$ cat src/rtl/ddr2_pkg.sv
// Shared command codes and address-generator FSM encoding for the DDR2 address path.
package ddr2_pkg;

   localparam logic [2:0] CMD_WR = 3'b000;
   localparam logic [2:0] CMD_RD = 3'b001;

   typedef enum logic [1:0] {
      StIdle = 2'd0,
      StWr   = 2'd1,
      StRd   = 2'd2
   } addr_state_e;

   // Width of an index into a ring of the given depth; never zero.
   function automatic int unsigned ptr_width(input int unsigned depth);
      return (depth > 1) ? $clog2(depth) : 1;
   endfunction

endpackage

$ cat src/rtl/ring_ptr.sv
// Wrapping slot pointer for the burst ring; advances one slot per accepted command.
module ring_ptr #(
   parameter int unsigned DEPTH = 1024,
   parameter int unsigned PTR_W = 10
) (
   input  logic             i_clk,
   input  logic             i_rst_n,
   input  logic             i_adv,
   output logic [PTR_W-1:0] o_ptr
);

   logic [PTR_W-1:0] r_ptr;

   // Step to the next slot, returning to slot 0 after the last one so the ring has no gap.
   always_ff @(posedge i_clk or negedge i_rst_n) begin
      if (!i_rst_n) begin
         r_ptr <= '0;
      end else if (i_adv) begin
         r_ptr <= (r_ptr == PTR_W'(DEPTH - 1)) ? '0 : r_ptr + PTR_W'(1);
      end
   end

   assign o_ptr = r_ptr;

endmodule

$ cat src/rtl/ddr_addr_gen.sv
// DDR2 address FIFO command generator: turns write/read burst requests into
// ring-addressed controller commands, keeping reads behind the writes they consume.
module ddr_addr_gen
   import ddr2_pkg::*;
#(
   parameter int unsigned     ADDR_WIDTH    = 31,
   parameter int unsigned     WRITE_BURST   = 8,
   parameter int unsigned     REGION_BURSTS = 1024,
   parameter longint unsigned BASE_ADDR     = 0
) (
   input  logic                         sys_clk,
   input  logic                         reset_n,
   input  logic                         wr_addr_en,
   input  logic                         rd_addr_en,
   input  logic                         app_af_afull,
   output logic                         app_af_wren,
   output logic [2:0]                   app_af_cmd,
   output logic [ADDR_WIDTH-1:0]        app_af_addr,
   output logic                         addr_confilct,
   output logic                         full,
   output logic [$clog2(REGION_BURSTS):0] level,
   output logic                         overflow
);

   localparam int unsigned PTR_W = ptr_width(REGION_BURSTS);
   localparam int unsigned LVL_W = $clog2(REGION_BURSTS) + 1;
   localparam logic [ADDR_WIDTH-1:0] BASE    = ADDR_WIDTH'(BASE_ADDR);
   localparam logic [LVL_W-1:0]      LVL_MAX = LVL_W'(REGION_BURSTS);

   addr_state_e           r_state;
   logic                  r_wr_pend;
   logic                  r_rd_pend;
   logic                  r_overflow;
   logic                  r_wren;
   logic [2:0]            r_cmd;
   logic [ADDR_WIDTH-1:0] r_addr;
   logic [LVL_W-1:0]      r_level;
   logic                  r_conflict;
   logic                  r_full;

   logic                  w_wr_elig;
   logic                  w_rd_elig;
   logic                  w_wr_go;
   logic                  w_rd_go;
   logic [PTR_W-1:0]      w_wr_ptr;
   logic [PTR_W-1:0]      w_rd_ptr;
   logic [ADDR_WIDTH-1:0] w_wr_addr;
   logic [ADDR_WIDTH-1:0] w_rd_addr;
   logic [LVL_W-1:0]      w_level_d;

   // Reads need a burst already in the ring; everything stalls while the controller FIFO is nearly full.
   assign w_wr_elig = r_wr_pend & ~r_full & ~app_af_afull;
   assign w_rd_elig = r_rd_pend & (r_level != '0) & ~app_af_afull;

   assign w_wr_addr = BASE + ADDR_WIDTH'(w_wr_ptr) * ADDR_WIDTH'(WRITE_BURST);
   assign w_rd_addr = BASE + ADDR_WIDTH'(w_rd_ptr) * ADDR_WIDTH'(WRITE_BURST);

   // Next-command decode: right after a write the read gets first claim, otherwise writes win.
   always_comb begin
      w_wr_go = 1'b0;
      w_rd_go = 1'b0;
      if (r_state == StWr) begin
         w_rd_go = w_rd_elig;
         w_wr_go = w_wr_elig & ~w_rd_elig;
      end else begin
         w_wr_go = w_wr_elig;
         w_rd_go = w_rd_elig & ~w_wr_elig;
      end
   end

   // Ring occupancy moves by exactly one per issued command.
   always_comb begin
      w_level_d = r_level;
      if (w_wr_go) begin
         w_level_d = r_level + LVL_W'(1);
      end else if (w_rd_go) begin
         w_level_d = r_level - LVL_W'(1);
      end
   end

   ring_ptr #(
      .DEPTH (REGION_BURSTS),
      .PTR_W (PTR_W)
   ) u_wr_ptr (
      .i_clk   (sys_clk),
      .i_rst_n (reset_n),
      .i_adv   (w_wr_go),
      .o_ptr   (w_wr_ptr)
   );

   ring_ptr #(
      .DEPTH (REGION_BURSTS),
      .PTR_W (PTR_W)
   ) u_rd_ptr (
      .i_clk   (sys_clk),
      .i_rst_n (reset_n),
      .i_adv   (w_rd_go),
      .o_ptr   (w_rd_ptr)
   );

   // FSM with registered command outputs; idle cycles hold the last command and address.
   always_ff @(posedge sys_clk or negedge reset_n) begin
      if (!reset_n) begin
         r_state <= StIdle;
         r_wren  <= 1'b0;
         r_cmd   <= CMD_WR;
         r_addr  <= BASE;
      end else if (w_wr_go) begin
         r_state <= StWr;
         r_wren  <= 1'b1;
         r_cmd   <= CMD_WR;
         r_addr  <= w_wr_addr;
      end else if (w_rd_go) begin
         r_state <= StRd;
         r_wren  <= 1'b1;
         r_cmd   <= CMD_RD;
         r_addr  <= w_rd_addr;
      end else begin
         r_state <= StIdle;
         r_wren  <= 1'b0;
      end
   end

   // A fresh pulse always leaves its flag set; a pulse onto a flag that is not draining is lost.
   always_ff @(posedge sys_clk or negedge reset_n) begin
      if (!reset_n) begin
         r_wr_pend  <= 1'b0;
         r_rd_pend  <= 1'b0;
         r_overflow <= 1'b0;
      end else begin
         if (wr_addr_en) begin
            r_wr_pend <= 1'b1;
         end else if (w_wr_go) begin
            r_wr_pend <= 1'b0;
         end
         if (rd_addr_en) begin
            r_rd_pend <= 1'b1;
         end else if (w_rd_go) begin
            r_rd_pend <= 1'b0;
         end
         r_overflow <= r_overflow
                     | (wr_addr_en & r_wr_pend & ~w_wr_go)
                     | (rd_addr_en & r_rd_pend & ~w_rd_go);
      end
   end

   // Occupancy and its empty/full flags are registered together so they never disagree.
   always_ff @(posedge sys_clk or negedge reset_n) begin
      if (!reset_n) begin
         r_level    <= '0;
         r_conflict <= 1'b1;
         r_full     <= 1'b0;
      end else begin
         r_level    <= w_level_d;
         r_conflict <= (w_level_d == '0);
         r_full     <= (w_level_d == LVL_MAX);
      end
   end

   assign app_af_wren   = r_wren;
   assign app_af_cmd    = r_cmd;
   assign app_af_addr   = r_addr;
   assign addr_confilct = r_conflict;
   assign full          = r_full;
   assign level         = r_level;
   assign overflow      = r_overflow;

endmodule

$ cat config.mk
export PLATFORM = sky130hd
export DESIGN_NAME = ddr_addr_gen
export DESIGN_NICKNAME = d
export VERILOG_FILES = /design/src/rtl/ddr2_pkg.sv /design/src/rtl/ring_ptr.sv /design/src/rtl/ddr_addr_gen.sv
export SDC_FILE = /design/constraint.sdc
export NUM_CORES = 1
export LEC_CHECK = 0
export ABC_AREA = 0
export CAP_MARGIN = 20
export CORE_MARGIN = 3
export CORE_UTILIZATION = 47
export CTS_CLUSTER_DIAMETER = 30
export DETAILED_ROUTE_END_ITERATION = 6
export PLACE_DENSITY = 0.84
export SKIP_CTS_REPAIR_TIMING = 1
export SYNTH_ARGS = -nofsm -noshare
export SYNTH_HDL_FRONTEND = slang
export SYNTH_SLANG_ARGS = --single-unit
export TNS_END_PERCENT = 5
$ cat constraint.sdc
create_clock -name sys_clk -period 4.1 [get_ports sys_clk]
set_input_delay 0.41 -clock sys_clk [delete_from_list [all_inputs] [get_ports sys_clk]]
set_output_delay 0.41 -clock sys_clk [all_outputs]
set_load 0.1 [all_outputs]
==> flow_summary.json, run 1 <==
{
  "status": "completed",
  "cp.required_ns": 4.30,
  "rsz0062_at_grt": "no",
  "dp_hpwl_mm": 3.97,
  "syn-mean-instance-area_um2": 9.45,
  "fmax_mhz": 285,
  "synth_edf_count": 0,
  "instances_no_fill": 381,
  "r2r_setup_slack_ns": 0.59,
  "clkLatencyLatePin_ns": 0.30,
  "synth_top_cell_by_area": "dfrtp_1",
  "cts_root_buf": "clkbuf_8",
  "clockBufferDepth": 2,
  "path_cells": "inv_1 -> ha_1 -> or4b_1 -> nor4_4 -> nor2_2 -> inv_1 -> a21oi_1 -> or3b_2 -> or4_1 -> nor4_1",
  "fill_cells": 474,
  "synth_top_area_frac": 0.457,
  "syn_inst": 284,
  "post-route-period-util": 0.855,
  "area_delta_synth_final_pct": 13.1,
  "antennaDiodeCount": 0,
  "ys_types": 49,
  "cp.arrival_ns": 3.71,
  "final_nets": 319,
  "fin_tns_setup_ns": 0,
  "worstPathMaxFanout": 21,
  "postPlaceCellArea_um2": 2910,
  "dieArea_um2": 6650,
  "slowest_delay_ns": 0.61,
  "setup_viol": 0,
  "grtUsageTotal": 0.176,
  "yosysWarnings": 0,
  "cts_buffers": 5,
  "start_util": 0.506,
  "cp-end-kind": "register",
  "worstSetupStartpointType": "register",
  "vdd_drop_max_mv": 0.535,
  "synth_area_leaders": "dfrtp_1 46%, buf_4 6.4%, nand2_1 5.3%, xnor2_1 5.2%, a31oi_1 3.5%",
  "post-place-cells": 372,
  "firstDrtPassIters": 4,
  "die_w_um": 81.6,
  "async_reset_ff_frac": 1.00,
  "layout-drive-gt1-share": 0.0579,
  "synth_area_um2": 2680,
  "p_leak_nw": 1.25,
  "grt_pass1_vias": 2035,
  "wl_mm": 5.47,
  "layout_common_cells": "49 x dfrtp_1, 38 x nand2_1, 29 x clkdlybuf4s50_1",
  "multi_input_area_um2": 1230,
  "cts_tree": "built",
  "cp_num_cells": 10,
  "drt_iter0_markers": 98,
  "coreArea_um2": 5300,
  "crit_slowest_cell": "nor2_2",
  "ctsHtreeMaxLevel": 2,
  "vias": 2103,
  "slew_viol_final": 0,
  "drt.antenna.violating_nets": 0,
  "p_per_area_nw_per_um2": 775,
  "path_class": "register to register",
  "io_buffers": 30,
  "crit_family": "simple AND/OR/NAND/NOR gates",
  "ff_latch_area_um2": 1250,
  "maxCapViolCount": 0,
  "ys_seq_elements": 50,
  "grt_max_degree": 51,
  "die_h_um": 81.6,
  "path_buf_inv": 2,
  "yosys_most_used_dff": "dfrtp_1",
  "final_common_cell": "dfrtp_1",
  "grt_pass1_wl_mm": 9.13,
  "clock_skew_ns": 0.00557,
  "seq_area_frac_synth": 0.467,
  "hp-class": "input pin to async pin",
  "routabilityCongestion": 0.852,
  "route.detailed.drc": 0,
  "r2r.worst_path.cells": 10,
  "fin_area_um2": 3040,
  "core.rowCount": 26,
  "vias_per_cell": 5.52,
  "antenna_found_initial": 0,
  "clk_pin_slew_ns": 0.09,
  "maxSlewHeadroom": 0.331,
  "cp_common_cell": "inv_1",
  "post-route-util": 0.572,
  "cts_sinks": 50,
  "grt_overflow_total": 0,
  "num_io_pins": 54,
  "min_period_ns": 3.51,
  "wl_per_cell_um": 14.3,
  "worst_pin_slew_ns": 1.00,
  "finalHoldViolations": 0
}
==> through the flow <==
step | hold WS, ns | setup WS (ns) | power [W]
after global routing | 0.114 | 0.304 | 0.00247
after CTS | 0.340 | 0.607 | 0.00236
after global placement | 0.456 | 0.701 | 0.00200
after detailed placement | 0.472 | 0.620 | 0.00202
after floorplan | 0.114 | 0.585 | 0.00178
final | 0.0966 | 0.594 | 0.00235
==> path summary, 6_finish.rpt <==
check,endpoint,from
worst max-delay path,full,level[0]
worst min-delay path,level[4],reset_n
worst max register to register,full,level[0]
worst min register to register,overflow,overflow
max in group asynchronous,u_rd_ptr.o_ptr[9],reset_n
min in group sys_clk,overflow,overflow
==> cell type report <==
cell class / instances / share of cell area
multi-input combinational: 213 / 0.405
inverter: 7 / 0.00948
sequential: 50 / 0.413
clock buffer: 7 / 0.0251
tap: 70 / 0.0289
clock inverter: 1 / 0.00989
timing repair buffer: 33 / 0.109
==> cells in the mapped netlist (2+ instances only) <==
library cell / n
a211oi_1: 2
a21o_1: 4
a21oi_1: 9
a22oi_1: 2
a31oi_1: 15
and3_1: 5
and4_1: 2
buf_2: 2
buf_4: 23
buf_6: 4
clkbuf_1: 6
dfrtp_1: 49
ha_1: 4
inv_1: 6
nand2_1: 38
nand3_1: 12
nand4_1: 7
nor2_1: 23
nor2b_1: 2
nor3_1: 5
nor4_1: 3
o21ai_0: 11
o41ai_1: 3
or3_1: 3
or4_1: 3
or4b_1: 2
xnor2_1: 16
xor2_1: 2
==> layer usage <==
layer,vias up,GRT usage,share of wire
met5,-,0,0
met4,0,0.0608,0.012
li1,1003,-,-
met1,1031,0.218,0.43
met2,62,0.306,0.51
met3,7,0.0340,0.049
==> flip-flops by register name, summed over array words and instances (netlist names) <==
signal / count
app_af_addr: 10
r_state: 2
r_wr_pend: 1
u_rd_ptr.o_ptr: 10
full: 1
r_rd_pend: 1
app_af_cmd: 1
addr_confilct: 1
u_wr_ptr.o_ptr: 10
overflow: 1
level: 11
app_af_wren: 1
==> power breakdown <==
part	internal (W)	leakage [nW]	total, W	switching, W
logic	0.000289	0.578	0.00120	0.000914
clock network	0.000183	0.0524	0.000338	0.000155
registers	0.000622	0.624	0.000810	0.000188
==> logic make-up (layout without fill, tap and decap cells) <==
logic type                 after synthesis  count (layout)  share of synthesized area
xor gates and xnor gates                18              18                     0.0587
and+or+nand+nor                        116             116                      0.225
muxes                                    1               1                    0.00373
other                                    1              23                    0.00140
AOI/OAI and AO/OA                       51              51                      0.120
adders and majority gates                4               4                     0.0186
buffers and inverters                   43              48                      0.106
DFF                                     50              50                      0.467
(Power assumes the default switching activity.)
==> run 2: changes to the inputs <==
Settings changed: CORE_MARGIN 3 to unset, GPL_ROUTABILITY_DRIVEN set to 0.
==> flow_summary.json, run 2 (same netlist as run 1, synthesis figures left out) <==
{
  "min_period_ns": 3.60,
  "comb_power_share": 0.521,
  "antennaDiodeCount": 0,
  "slew_viol_final": 0,
  "die_h_um": 77.6,
  "layout-drive-gt1-share": 0.0611,
  "antenna_found_initial": 0,
  "multi_input_area_um2": 1230,
  "num_io_pins": 54,
  "maxSlewHeadroom": 0.341,
  "firstDrtPassIters": 4,
  "grt_pass1_vias": 2077,
  "p_int_w": 0.00105,
  "hp-class": "input pin to async pin",
  "grt_max_degree": 51,
  "status": "completed",
  "final_common_cell": "dfrtp_1",
  "post-route-period-util": 0.878,
  "cts_root_buf": "clkbuf_8",
  "dieArea_um2": 6020,
  "slowest_delay_ns": 0.66,
  "die_w_um": 77.6,
  "rsz0062_at_grt": "no",
  "largest_reg_flops": 11,
  "ff_latch_area_um2": 1250,
  "layout_common_cells": "49 x dfrtp_1, 38 x nand2_1, 29 x clkdlybuf4s50_1",
  "grtUsageTotal": 0.200,
  "cts_buffers": 5,
  "core.rowCount": 27,
  "postPlaceCellArea_um2": 2920,
  "grt_overflow_total": 0,
  "wl_mm": 5.45,
  "r2r_setup_slack_ns": 0.50,
  "p_switching_w": 0.00126,
  "cts_sinks": 50,
  "maxCapViolCount": 0,
  "io_buffers": 30,
  "route.detailed.drc": 0,
  "clock_skew_ns": 0.00403,
  "vdd_drop_max_mv": 0.535,
  "clockBufferDepth": 2,
  "vias": 2126,
  "path_cells": "inv_1 -> ha_1 -> or4b_1 -> nor4_4 -> nor2_2 -> inv_1 -> a21oi_1 -> or3b_2 -> or4_1 -> nor4_1",
  "dp_hpwl_mm": 3.82,
  "ctsHtreeMaxLevel": 2,
  "whs_ns": 0.202,
  "fill_cells": 509,
  "clkPwrFrac": 0.127,
  "clk_pin_slew_ns": 0.09,
  "p_per_area_nw_per_um2": 767,
  "clkLatencyLatePin_ns": 0.30,
  "total_power_w": 0.00231,
  "cts_tree": "built",
  "worst_pin_slew_ns": 0.986,
  "finalHoldViolations": 0,
  "path_class": "register to register",
  "setup_viol": 0,
  "grt_pass1_wl_mm": 9.54,
  "worstPathMaxFanout": 21,
  "p_leak_nw": 1.25,
  "cp.arrival_ns": 3.81,
  "r2r.worst_path.cells": 10,
  "vias_per_cell": 5.55,
  "worstSetupStartpointType": "register",
  "fin_tns_setup_ns": 0,
  "cp-end-kind": "register",
  "start_util": 0.487,
  "area_delta_synth_final_pct": 12.2,
  "pwr-share-seq": 0.352,
  "drt.antenna.violating_nets": 0,
  "wl_per_cell_um": 14.2,
  "drt_iter0_markers": 172,
  "cp.required_ns": 4.31,
  "fmax_mhz": 278,
  "fin_area_um2": 3010,
  "rr_endpoint": "addr_confilct",
  "coreArea_um2": 5510,
  "crit_slowest_cell": "nor2_2",
  "cp_common_cell": "inv_1",
  "rr_startpoint": "level[0]",
  "swShare": 0.547,
  "final_nets": 319
}
-- run 2: cell types whose count changed in the layout (fill, tap and decap cells not counted) --
cell	delta
clkbuf_8	+1
buf_12	-1
clkbuf_1	-1
clkinv_2	+1
buf_4	+1
bufinv_16	-1
-- run 2: worst max-delay path, delay by kind of cell, from the launching register on --
kind / cells / cell delay, ns
AND/OR/NAND/NOR: 6 / 2.25
flip-flops: 1 / 0.44
buffers and inverters: 2 / 0.33
adder cells (fa/ha/maj): 1 / 0.25
AO/OA/AOI/OAI: 1 / 0.22
-- run 2: layout make-up --
cell class | count | area share
clock buffers | 7 | 0.0287
multi-input cells | 213 | 0.409
well taps | 72 | 0.0299
inverters | 7 | 0.00956
flip-flops and latches | 50 | 0.416
repair buffers | 33 | 0.106
clock inverters | 1 | 0.00166
-- run 2: power groups by stage --
stage	Sequential [W]	Combinational, W	Clock [W]
final	0.000814	0.00120	0.000293
after CTS	0.000809	0.00120	0.000301
after floorplan	0.00130	0.000484	0
after global routing	0.000840	0.00127	0.000322
after global placement	0.000812	0.00119	0
after detailed placement	0.000818	0.00120	0
-- run 2: per-layer routing --
layer | part of all wire | GRT usage | up-vias
met2 | 0.50 | 0.327 | 73
met3 | 0.046 | 0.0329 | 11
li1 | - | - | 1003
met4 | 0.016 | 0.0981 | 0
met1 | 0.44 | 0.256 | 1039
met5 | 0 | 0 | -
-- run 2: how the worst max path moves through the flow --
stage	from	endpoint	slack, ns	cells after the start
floorplan	level[0]	addr_confilct	0.58	10
global placement	app_af_afull	addr_confilct	0.71	9
detailed placement	app_af_afull	addr_confilct	0.55	9
CTS	level[0]	addr_confilct	0.53	10
global route	level[0]	full	0.18	10
finish	level[0]	addr_confilct	0.50	10
-- run 2: per-stage QoR --
step           worst slack, ns  instances  utilization
2_1_floorplan            0.585        306            -
3_3_place_gp             0.708        375        0.530
3_5_place_dp             0.552        375        0.530
4_1_cts                  0.527        383        0.547
5_1_grt                  0.177        383        0.547
6_report                 0.502        383        0.547
==> run 3: changes to the inputs <==
Settings changed: CORE_UTILIZATION 47 to 46, PLACE_DENSITY 0.84 to 0.78, TNS_END_PERCENT 5 to unset.
Clock period 4.1 ns to 3.3 ns, I/O delays scaled along.
==> flow_summary.json, run 3 (same netlist as run 1, synthesis figures left out) <==
{
  "coreArea_um2": 5570,
  "ctsHtreeMaxLevel": 2,
  "status": "completed",
  "route.detailed.drc": 0,
  "maxSlewHeadroom": 0.332,
  "clk_pin_slew_ns": 0.10,
  "slew_viol_final": 0,
  "grt_overflow_total": 0,
  "vdd_drop_max_mv": 0.769,
  "path_class": "register to register",
  "hp-class": "input pin to async pin",
  "area_delta_synth_final_pct": 15.3,
  "maxCapViolCount": 0,
  "layout_common_cells": "42 x dfrtp_1, 38 x nand2_1, 28 x clkdlybuf4s50_1",
  "start_util": 0.481,
  "layout-drive-gt1-share": 0.110,
  "core.rowCount": 27,
  "antennaDiodeCount": 0,
  "wl_mm": 5.66,
  "firstDrtPassIters": 5,
  "final_common_cell": "dfrtp_1",
  "total_power_w": 0.00295,
  "p_per_area_nw_per_um2": 953,
  "vias_per_cell": 5.57,
  "dieArea_um2": 6140,
  "clkLatencyLatePin_ns": 0.31,
  "p_leak_nw": 1.28,
  "grtUsageTotal": 0.201,
  "cp.required_ns": 3.52,
  "die_h_um": 78.4,
  "cts_tree": "built",
  "post-route-period-util": 0.958,
  "clockBufferDepth": 2,
  "fmax_mhz": 316,
  "finalHoldViolations": 0,
  "worstSetupStartpointType": "register",
  "post-route-util": 0.555,
  "largest_reg_flops": 11,
  "die_w_um": 78.4,
  "setup_viol": 0,
  "grt_pass1_wl_mm": 9.45,
  "wl_per_cell_um": 14.5,
  "dp_hpwl_mm": 4.02,
  "rsz0062_at_grt": "no",
  "drt.antenna.violating_nets": 0,
  "antenna_found_initial": 0,
  "drt_iter0_markers": 103,
  "cts_buffers": 5,
  "cp-end-kind": "register",
  "grt_max_degree": 51,
  "vias": 2165,
  "min_period_ns": 3.16,
  "num_io_pins": 54,
  "r2r.worst_path.cells": 9,
  "clock_skew_ns": 0.00935,
  "worst_pin_slew_ns": 0.998,
  "cp.arrival_ns": 3.38,
  "final_nets": 325,
  "grt_pass1_vias": 2044,
  "worstPathMaxFanout": 6,
  "cts_root_buf": "clkbuf_8",
  "cts_sinks": 50,
  "io_buffers": 30
}
==> run 3: layout make-up <==
| type | count | area [um2] |
|---|---|---|
| Clock buffer | 5 | 68.8 |
| Clock inverter | 3 | 28.8 |
| Fill cell | 517 | 2480 |
| Inverter | 7 | 28.8 |
| Multi-Input combinational cell | 213 | 1240 |
| Sequential cell | 50 | 1260 |
| Tap cell | 72 | 90.1 |
| Timing Repair Buffer | 39 | 375 |
==> run 3: worst max-delay path, cell delays in order (launching register included) <==
cell	delay [ns]
dfrtp_4	0.52
inv_1	0.10
ha_1	0.16
or4b_4	0.52
o41ai_1	0.25
a21oi_1	0.15
xnor2_1	0.16
or3b_2	0.49
or4_1	0.44
nor4_1	0.27
==> run 3: per-layer routing <==
metal  GRT usage  vias up  share of wire
met4      0.0889        0          0.018
met2       0.334       88           0.49
li1            -     1019              -
met1       0.253     1051           0.44
met3      0.0419        7          0.053
met5           0        -              0
==> run 3: final timing paths <==
path                                  to  slack (ns)  startpoint
max in group asynchronous       level[1]        2.32     reset_n
min in group sys_clk            overflow        0.48    overflow
min                             level[7]        0.46     reset_n
max                        addr_confilct        0.14    level[0]
max reg2reg                addr_confilct        0.14    level[0]
min reg2reg                     overflow        0.48    overflow
==> run 3: power by group <==
part / switching (W) / internal (W) / total (W)
clock network: 0.000225 / 0.000159 / 0.000383
logic: 0.00116 / 0.000384 / 0.00154
registers: 0.000239 / 0.000784 / 0.00102
total: 0.00162 / 0.00133 / 0.00295
==> run 3: per-stage QoR <==
stage / TNS [ns] / worst slack, ns / hold slack (ns) / cell area, um2 / cells
final: 0 / 0.139 / 0.459 / 3100 / 389
after global routing: 0 / 0.0132 / 0.476 / 3100 / 389
after CTS: -0.00332 / -0.00332 / 0.254 / 3060 / 387
after detailed placement: -0.0664 / -0.0664 / 0.462 / 2960 / 379
after global placement: 0 / 0.102 / 0.457 / 2960 / 379
after floorplan: 0 / 0.00721 / 0.0344 / 2780 / 306
